$ cat src/rtl/cla_pkg.sv
// Shared constants, stage-register layout and depth helper for the
// pipelined carry-lookahead adder/subtractor (cla_addsub_pipe).
package cla_pkg;

    // Default operand width and slice width for the adder pipeline.
    localparam int CLA_WIDTH = 16;
    localparam int CLA_BLK   = 4;

    // Layout of one pipeline stage register at the default width:
    // beat valid, raw operands, partial sum built so far, the carry
    // leaving the slice just resolved, and the operation mode.
    typedef struct packed {
        logic                 valid;
        logic [CLA_WIDTH-1:0] a;
        logic [CLA_WIDTH-1:0] b;
        logic [CLA_WIDTH-1:0] sum;
        logic                 carry;
        logic                 sub;
    } cla_stage_t;

    // Number of slices, which is also the pipeline depth.
    function automatic int cla_nblk(input int width, input int blk);
        return width / blk;
    endfunction

endpackage

$ cat src/rtl/cla_block.sv
// Combinational BLK-bit carry-lookahead slice. Every internal carry is
// formed directly from generate/propagate terms and the slice carry-in,
// so no carry ripples through the slice. The carry into the slice MSB
// is exported so the caller can form signed overflow.
module cla_block
    import cla_pkg::*;
#(
    parameter int BLK = CLA_BLK
) (
    input  logic [BLK-1:0] a,
    input  logic [BLK-1:0] b,
    input  logic           cin,
    output logic [BLK-1:0] s,
    output logic           cout,
    output logic           c_msb_in
);

    logic [BLK-1:0] w_gen;
    logic [BLK-1:0] w_prop;
    logic [BLK:0]   w_carry;

    assign w_gen  = a & b;
    assign w_prop = a ^ b;

    // Lookahead carries: c[i+1] = g[i] | p[i]g[i-1] | ... | p[i..0]cin,
    // each product term built explicitly rather than chained.
    always_comb begin
        logic w_chain;
        logic w_acc;
        w_carry    = '0;
        w_carry[0] = cin;
        for (int i = 0; i < BLK; i++) begin
            w_chain = cin;
            for (int k = 0; k <= i; k++) begin
                w_chain = w_chain & w_prop[k];
            end
            w_acc = w_chain;
            for (int k = 0; k <= i; k++) begin
                w_chain = w_gen[k];
                for (int m = k + 1; m <= i; m++) begin
                    w_chain = w_chain & w_prop[m];
                end
                w_acc = w_acc | w_chain;
            end
            w_carry[i+1] = w_acc;
        end
    end

    assign s        = w_prop ^ w_carry[BLK-1:0];
    assign cout     = w_carry[BLK];
    assign c_msb_in = w_carry[BLK-1];

endmodule

$ cat src/rtl/cla_addsub_pipe.sv
// Pipelined carry-lookahead adder/subtractor. One BLK-bit slice is
// resolved per stage with the carry registered between stages, giving a
// depth of WIDTH/BLK. Valid/ready handshake: the whole pipeline freezes
// while the result is valid and not accepted. Flags (carry, signed
// overflow, zero) are formed as the last slice is resolved and held in
// output registers together with the sum.
// Optional build macro CLA_ADDSUB_SATURATE_EN: clamp the sum to the
// signed extreme on overflow instead of wrapping.
// WIDTH must be a multiple of BLK and at least BLK.
module cla_addsub_pipe
    import cla_pkg::*;
#(
    parameter int WIDTH = CLA_WIDTH,
    parameter int BLK   = CLA_BLK
) (
    input  logic             clk,
    input  logic             rst_n,
    input  logic             in_valid,
    output logic             in_ready,
    input  logic [WIDTH-1:0] a,
    input  logic [WIDTH-1:0] b,
    input  logic             cin,
    input  logic             sub,
    output logic             out_valid,
    input  logic             out_ready,
    output logic [WIDTH-1:0] sum,
    output logic             cout,
    output logic             ovf,
    output logic             zero
);

    localparam int NBLK = cla_nblk(WIDTH, BLK);

    // Same field layout as cla_stage_t, sized by this instance's WIDTH.
    typedef struct packed {
        logic             valid;
        logic [WIDTH-1:0] a;
        logic [WIDTH-1:0] b;
        logic [WIDTH-1:0] sum;
        logic             carry;
        logic             sub;
    } stage_t;

    stage_t           r_stage [NBLK];
    stage_t           w_next  [NBLK];

    logic             w_stValid [NBLK];
    logic [WIDTH-1:0] w_stA     [NBLK];
    logic [WIDTH-1:0] w_stB     [NBLK];
    logic [WIDTH-1:0] w_stSum   [NBLK];
    logic             w_stSub   [NBLK];
    logic             w_stCin   [NBLK];

    logic [BLK-1:0]   w_blkB    [NBLK];
    logic [BLK-1:0]   w_blkS    [NBLK];
    logic             w_blkCout [NBLK];
    logic             w_blkCmsb [NBLK];

    logic [WIDTH-1:0] r_sum;
    logic             r_cout;
    logic             r_ovf;
    logic             r_zero;

    logic             w_stall;
    logic             w_finalOvf;
    logic [WIDTH-1:0] w_finalSum;
    logic             w_finalZero;

    assign w_stall   = r_stage[NBLK-1].valid && !out_ready;
    assign in_ready  = !w_stall;
    assign out_valid = r_stage[NBLK-1].valid;
    assign sum       = r_sum;
    assign cout      = r_cout;
    assign ovf       = r_ovf;
    assign zero      = r_zero;

    // Select what each stage works on: stage 0 takes the ports (with the
    // borrow-in inverted for subtract), later stages take the register
    // of the stage before them.
    always_comb begin
        w_stValid[0] = in_valid;
        w_stA[0]     = a;
        w_stB[0]     = b;
        w_stSub[0]   = sub;
        w_stCin[0]   = sub ? ~cin : cin;
        w_stSum[0]   = '0;
        for (int j = 1; j < NBLK; j++) begin
            w_stValid[j] = r_stage[j-1].valid;
            w_stA[j]     = r_stage[j-1].a;
            w_stB[j]     = r_stage[j-1].b;
            w_stSub[j]   = r_stage[j-1].sub;
            w_stCin[j]   = r_stage[j-1].carry;
            w_stSum[j]   = r_stage[j-1].sum;
        end
    end

    for (genvar j = 0; j < NBLK; j++) begin : g_stage
        assign w_blkB[j] = w_stSub[j] ? ~w_stB[j][j*BLK +: BLK]
                                      :  w_stB[j][j*BLK +: BLK];

        cla_block #(.BLK(BLK)) u_block (
            .a        (w_stA[j][j*BLK +: BLK]),
            .b        (w_blkB[j]),
            .cin      (w_stCin[j]),
            .s        (w_blkS[j]),
            .cout     (w_blkCout[j]),
            .c_msb_in (w_blkCmsb[j])
        );
    end

    // Next contents of each stage register: operands pass through, the
    // slice just resolved is merged into the partial sum, and its carry
    // is handed on to the next stage.
    always_comb begin
        for (int j = 0; j < NBLK; j++) begin
            w_next[j].valid = w_stValid[j];
            w_next[j].a     = w_stA[j];
            w_next[j].b     = w_stB[j];
            w_next[j].sub   = w_stSub[j];
            w_next[j].carry = w_blkCout[j];
            w_next[j].sum   = w_stSum[j];
            w_next[j].sum[j*BLK +: BLK] = w_blkS[j];
        end
    end

    assign w_finalOvf = w_blkCmsb[NBLK-1] ^ w_blkCout[NBLK-1];

    // Final-stage result; on overflow the true result has the sign of
    // operand A, which picks the extreme to clamp to when saturating.
    always_comb begin
        w_finalSum = w_next[NBLK-1].sum;
`ifdef CLA_ADDSUB_SATURATE_EN
        if (w_finalOvf) begin
            w_finalSum = w_stA[NBLK-1][WIDTH-1] ? {1'b1, {(WIDTH-1){1'b0}}}
                                                : {1'b0, {(WIDTH-1){1'b1}}};
        end
`endif
    end

    assign w_finalZero = (w_finalSum == '0);

    // Stage registers advance together unless the output is stalled.
    always_ff @(posedge clk or negedge rst_n) begin
        if (!rst_n) begin
            for (int j = 0; j < NBLK; j++) begin
                r_stage[j] <= '0;
            end
        end else if (!w_stall) begin
            for (int j = 0; j < NBLK; j++) begin
                r_stage[j] <= w_next[j];
            end
        end
    end

    // Result and flags load only with a valid beat, so they hold their
    // last values across bubbles.
    always_ff @(posedge clk or negedge rst_n) begin
        if (!rst_n) begin
            r_sum  <= '0;
            r_cout <= 1'b0;
            r_ovf  <= 1'b0;
            r_zero <= 1'b0;
        end else if (!w_stall && w_next[NBLK-1].valid) begin
            r_sum  <= w_finalSum;
            r_cout <= w_next[NBLK-1].carry;
            r_ovf  <= w_finalOvf;
            r_zero <= w_finalZero;
        end
    end

endmodule
$ cat config.mk
export PLATFORM = sky130hd
export DESIGN_NAME = cla_addsub_pipe
export DESIGN_NICKNAME = d
export VERILOG_FILES = /design/src/rtl/cla_pkg.sv /design/src/rtl/cla_block.sv /design/src/rtl/cla_addsub_pipe.sv
export SDC_FILE = /design/constraint.sdc
export NUM_CORES = 1
export LEC_CHECK = 0
export CAP_MARGIN = 20
export CORE_ASPECT_RATIO = 1.1
export CORE_MARGIN = 2
export CORE_UTILIZATION = 50
export CTS_CLUSTER_SIZE = 14
export DETAILED_ROUTE_END_ITERATION = 10
export GPL_TIMING_DRIVEN = 0
export PLACE_DENSITY = 0.74
export REMOVE_ABC_BUFFERS = 1
export SLEW_MARGIN = 0
export SYNTH_ARGS = -nofsm -noshare
export SYNTH_HDL_FRONTEND = slang
export SYNTH_HIERARCHICAL = 1
export SYNTH_SLANG_ARGS = --single-unit
$ cat constraint.sdc
create_clock -name clk -period 5.8 [get_ports clk]
set_input_delay 1.16 -clock clk [delete_from_list [all_inputs] [get_ports clk]]
set_output_delay 1.16 -clock clk [all_outputs]
set_load 0.02 [all_outputs]
Yosys cells after proc, flatten, opt, wreduce, memory -nomap -nowiden

Index checks and enable logic that the tools add are counted.
Widths: inputs -> output; s select.

Logic and storage cells: 131
Output and inout bits: 21
Flip-flop bits (word level): 149

Reduce and logical (&&, ||, !) cells: 5
Bitwise logic cells: 98
Muxes and demuxes: 5

Operators with widths:

| cell              | count |
|---|---|
| $and 1x1->1       | 40 |
| $or 1x1->1        | 40 |
| $xor 4x4->4       | 8 |
| $and 4x4->4       | 4 |
| $logic_not 16->1  | 1 |
| $mux 4            | 4 |
| $not 4->4         | 4 |
| $logic_and 1x1->1 | 2 |
| $logic_not 1->1   | 2 |
| $mux 1            | 1 |
| $not 1->1         | 1 |
| $xor 1x1->1       | 1 |

Longest topological paths before layout

Word-level depth: 12
Mapped depth: 10
Gate-level depth less buffers: 9

By module

The synthesis kept the hierarchy.

By module, submodules not included:

| module                              | sequential area each (um^2) | cells each | times used | area each (um^2) |
|---|---|---|---|---|
| cla_addsub_pipe                     | 2527.4                      | 414        | 1          | 4032.6 |
| cla_block at g_stage[1].u_block ... | 0.0                         | 19         | 3          | 161.4 |
| cla_block at g_stage[0].u_block     | 0.0                         | 19         | 1          | 177.7 |

Worst setup path after synthesis

Ideal clock, no wire load.

Path type: input to output
Start: input port out_ready
End: output port in_ready
Arrival: 1.756 ns
Buffers on the path: 2
Data required time: 4.640 ns
Stages on the path: 4
Slack: 2.884 ns
Path through: nor2b_4 buf_6 clkinv_4 clkbuf_1

Cells in the longest elaborated chain, start to end: 3

RTL lines:

| element           | RTL line              | text |
|---|---|---|
| from (decl)       | cla_addsub_pipe.sv:25 | `input logic out_ready,` |
| $logic_not 1->1   | cla_addsub_pipe.sv:69 | `assign w_stall = r_stage[NBLK-1].valid && !out_ready;` |
| $logic_and 1x1->1 | cla_addsub_pipe.sv:69 |  |
| $logic_not 1->1   | cla_addsub_pipe.sv:70 | `assign in_ready = !w_stall;` |
| to (decl)         | cla_addsub_pipe.sv:19 | `output logic in_ready,` |

Every way passes these cells.

Final worst setup path

Ends and elaborated chain as after synthesis.

==> impl_metrics.toml <==
[cts]
clk-insertion-delay-late_ns = 0.35
clockBufferDepth = 2
cts_resized = 0
cts_tree = "done"
root_buffer = "clkbuf_8"
path_clk_slew_ns = 0.08
cts_inserted_buffers = 9
htree_levels = 3
postCtsSetupBuffers = 0
ctsHoldBuffers = 0
cts_num_sinks = 101

[sta]
hold_viol = 0
max_freq_ghz = 0.199
fin_crit_ns = 5.02
tightest_slew_ns = 0.945
whs_ns = 0.471
fin_worst_skew_ns = 0.00815
worst_slack_ns = 0.775
min_period_over_period_pct = 86.6
slew_viol_final = 0
relSlewSlack_pct = 36.9
rsz0062_at_grt = "false"
setup_viol = 0

[job]
max_cap_violations = 0

[drt]
wirelength_um = 7590
vias_per_cell = 4.77
wl_per_cell_um = 11.5
num_vias = 3143
drtIter0Drc = 111
ant_nets = 0
firstDrtPassIters = 5
route.detailed.drc = 0

[setup_path]
crit_cells = 4
worstReg2RegEnd = "cout$_DFFE_PN0P_"
end_kind = "primary output"
cp_cell_sequence = "clkdlybuf4s50_1 -> nor2b_4 -> clkinv_4 -> clkdlybuf4s50_1"
slowest_delay_ns = 0.75
r2r_setup_slack_ns = 2.99
path_class = "in -> out"
reg2regPathDepth = 4
critPathTopFamily = "buffers and inverters"
critPathBufInv = 3
path_max_fanout = 85
cp.required_ns = 4.64
crit_top_cell = "clkdlybuf4s50_1"
arrival_ns = 3.86
critPathLaunchType = "input pin"
critical-path-slowest-cell = "nor2b_4"
r2r-start = "out_valid$_DFFE_PN0N_"

[placed_design]
io_buffers = 58
globalplace.congestion = 0.763
hpwl_um = 5180
place_area_um2 = 5360
place_ws_ns = 0.758

[power_and_ir_drop]
internal_power_mw = 1.91
power.switching_mw = 1.18
ir_drop_v = 0.000197
p_clk_share_pct = 14.3
seqPwrFrac_pct = 39.3
p_leak_nw = 2.87
power_density_nw_per_um2 = 556
comb_power_share_pct = 46.5
swShare_pct = 38.2

[finish]
diodes = 0
nNetsFinal = 600
drive_above_1_share_pct = 8.49
stdcell_area_um2 = 5560
syn_to_final_growth_pct = 18.3
fill_cells = 824

[yosys]
ys_top_cells_by_area = "dfrtp_1 54%, nand2_1 19%, ha_1 5.3%"
synth_top_cell_area_share_pct = 53.8
syn_inst = 490
synth_area_per_cell_um2 = 9.58
syn_area_um2 = 4690
yosysSeqAreaShare_pct = 53.8
synth_largest_area_cell = "dfrtp_1"
ys_ff_latch = 101
yosysWarnings = 6
ys_types = 27

[global_route]
grt_max_degree = 86
track_usage_pct = 16.7
antenna_found_initial = 0
grt_pass1_wl_um = 13600
grt_pass1_vias = 3196
grt_overflow = 0

[min_path]
min_to = "r_stage[108]$_DFFE_PN0N_"
min_path_cells = 2
min_path_type = "reg -> reg"
hold_start = "r_stage[108]$_DFFE_PN0N_"

[floorplan]
die_w_um = 96.4
num_rows = 37
initial_utilization_pct = 50.7
pin_count = 59
core_area_um2 = 9260
die_h_um = 106
die-area_um2 = 10200

[outcome]
outcome = "finished clean"
[metal layers]
layer | track usage [%] | routed length [um] | vias to the layer above
met1 | 21.5 | 3640 | 1484
met5 | 0 | 0 | -
met3 | 2.79 | 229 | 5
met2 | 28.4 | 3650 | 45
li1 | - | - | 1609
met4 | 5.43 | 72 | 0
[state kept, by name, summed over array words and instances, names as in the netlist]
register and count:
cout 1, out_valid 1, zero 1, sum 16, r_stage 81, ovf 1
[cells in the mapped netlist (all sizes together)]
cell type / number
clkbuf: 14
nor2b: 1
xor2: 22
nand4: 1
nor4: 4
a21oi: 4
mux2: 18
nand2: 247
buf: 9
ha: 20
clkinv: 1
nor2: 4
o21a: 4
a21o: 4
o21ai: 3
fa: 4
xnor2: 8
o211ai: 4
inv: 17
dfrtp: 101
[power groups by stage]
stage / sequential [mW] / clock [mW] / combinational (mW)
2_1_floorplan: 1.26 / 0 / 0.992
3_3_place_gp: 1.22 / 0 / 1.39
3_5_place_dp: 1.23 / 0 / 1.44
4_1_cts: 1.22 / 0.456 / 1.45
5_1_grt: 1.26 / 0.483 / 1.64
6_report: 1.21 / 0.440 / 1.43
[layout by cell type, fill, tap and decap left out, types with 2 or more instances in the layout]
cell and count:
o211ai_1 3, a21oi_1 3, xor2_1 21, fa_1 4, o21a_1 4, inv_1 17
xnor2_1 8, clkdlybuf4s50_1 57, a21o_1 4, nor2_1 4, nand2_2 4, mux2_4 9
clkinv_4 2, nand2_1 242, clkbuf_8 10, nor4_1 4, dfrtp_1 101, ha_1 20
o21ai_0 3, clkinvlp_4 3, mux2_2 9
[worst max path at each step]
| stage | start | end | slack, ns |
|---|---|---|---|
| after floorplan | out_ready | in_ready | 1.83 |
| after global placement | out_ready | in_ready | -0.17 |
| after detailed placement | out_ready | in_ready | 0.76 |
| after CTS | out_ready | in_ready | 0.76 |
| after global routing | out_ready | in_ready | 0.60 |
| final | out_ready | in_ready | 0.78 |
[final cells by class]
cell class / count / area, um^2 / area share (%)
clock buffers: 10 / 138 / 2.48
clock inverters: 5 / 61.3 / 1.10
inverters: 18 / 72.6 / 1.31
multi-input cells: 348 / 1980 / 35.7
flip-flops and latches: 101 / 2530 / 45.5
well taps: 117 / 146 / 2.64
repair buffers: 60 / 626 / 11.3
[worst reg2reg max path: stages (launching register included)]
cell      delay (ns)
dfrtp_1         0.36
nor2b_4         0.77
clkinv_4        0.75
nand2_8         0.43
mux2_2          0.39
[stage by stage]
stage,instances,utilization [%],total power [mW],TNS (ns)
2_1_floorplan,467,-,2.25,0
3_3_place_gp,642,57.4,2.61,-0.171
3_5_place_dp,644,57.9,2.67,0
4_1_cts,659,60.0,3.12,0
5_1_grt,659,60.0,3.38,0
6_report,659,60.0,3.09,0
[cell families after synthesis]
family / after synthesis / share of synthesized area (%)
and+or+nand+nor: 257 / 21.6
DFF: 101 / 53.8
buffers and inverters: 41 / 3.89
xor gates and xnor gates: 30 / 5.76
adders and majority gates: 24 / 7.04
AOI/OAI and AO/OA: 19 / 2.85
muxes: 18 / 5.04
Note: power is estimated with default switching activity, not from simulation.
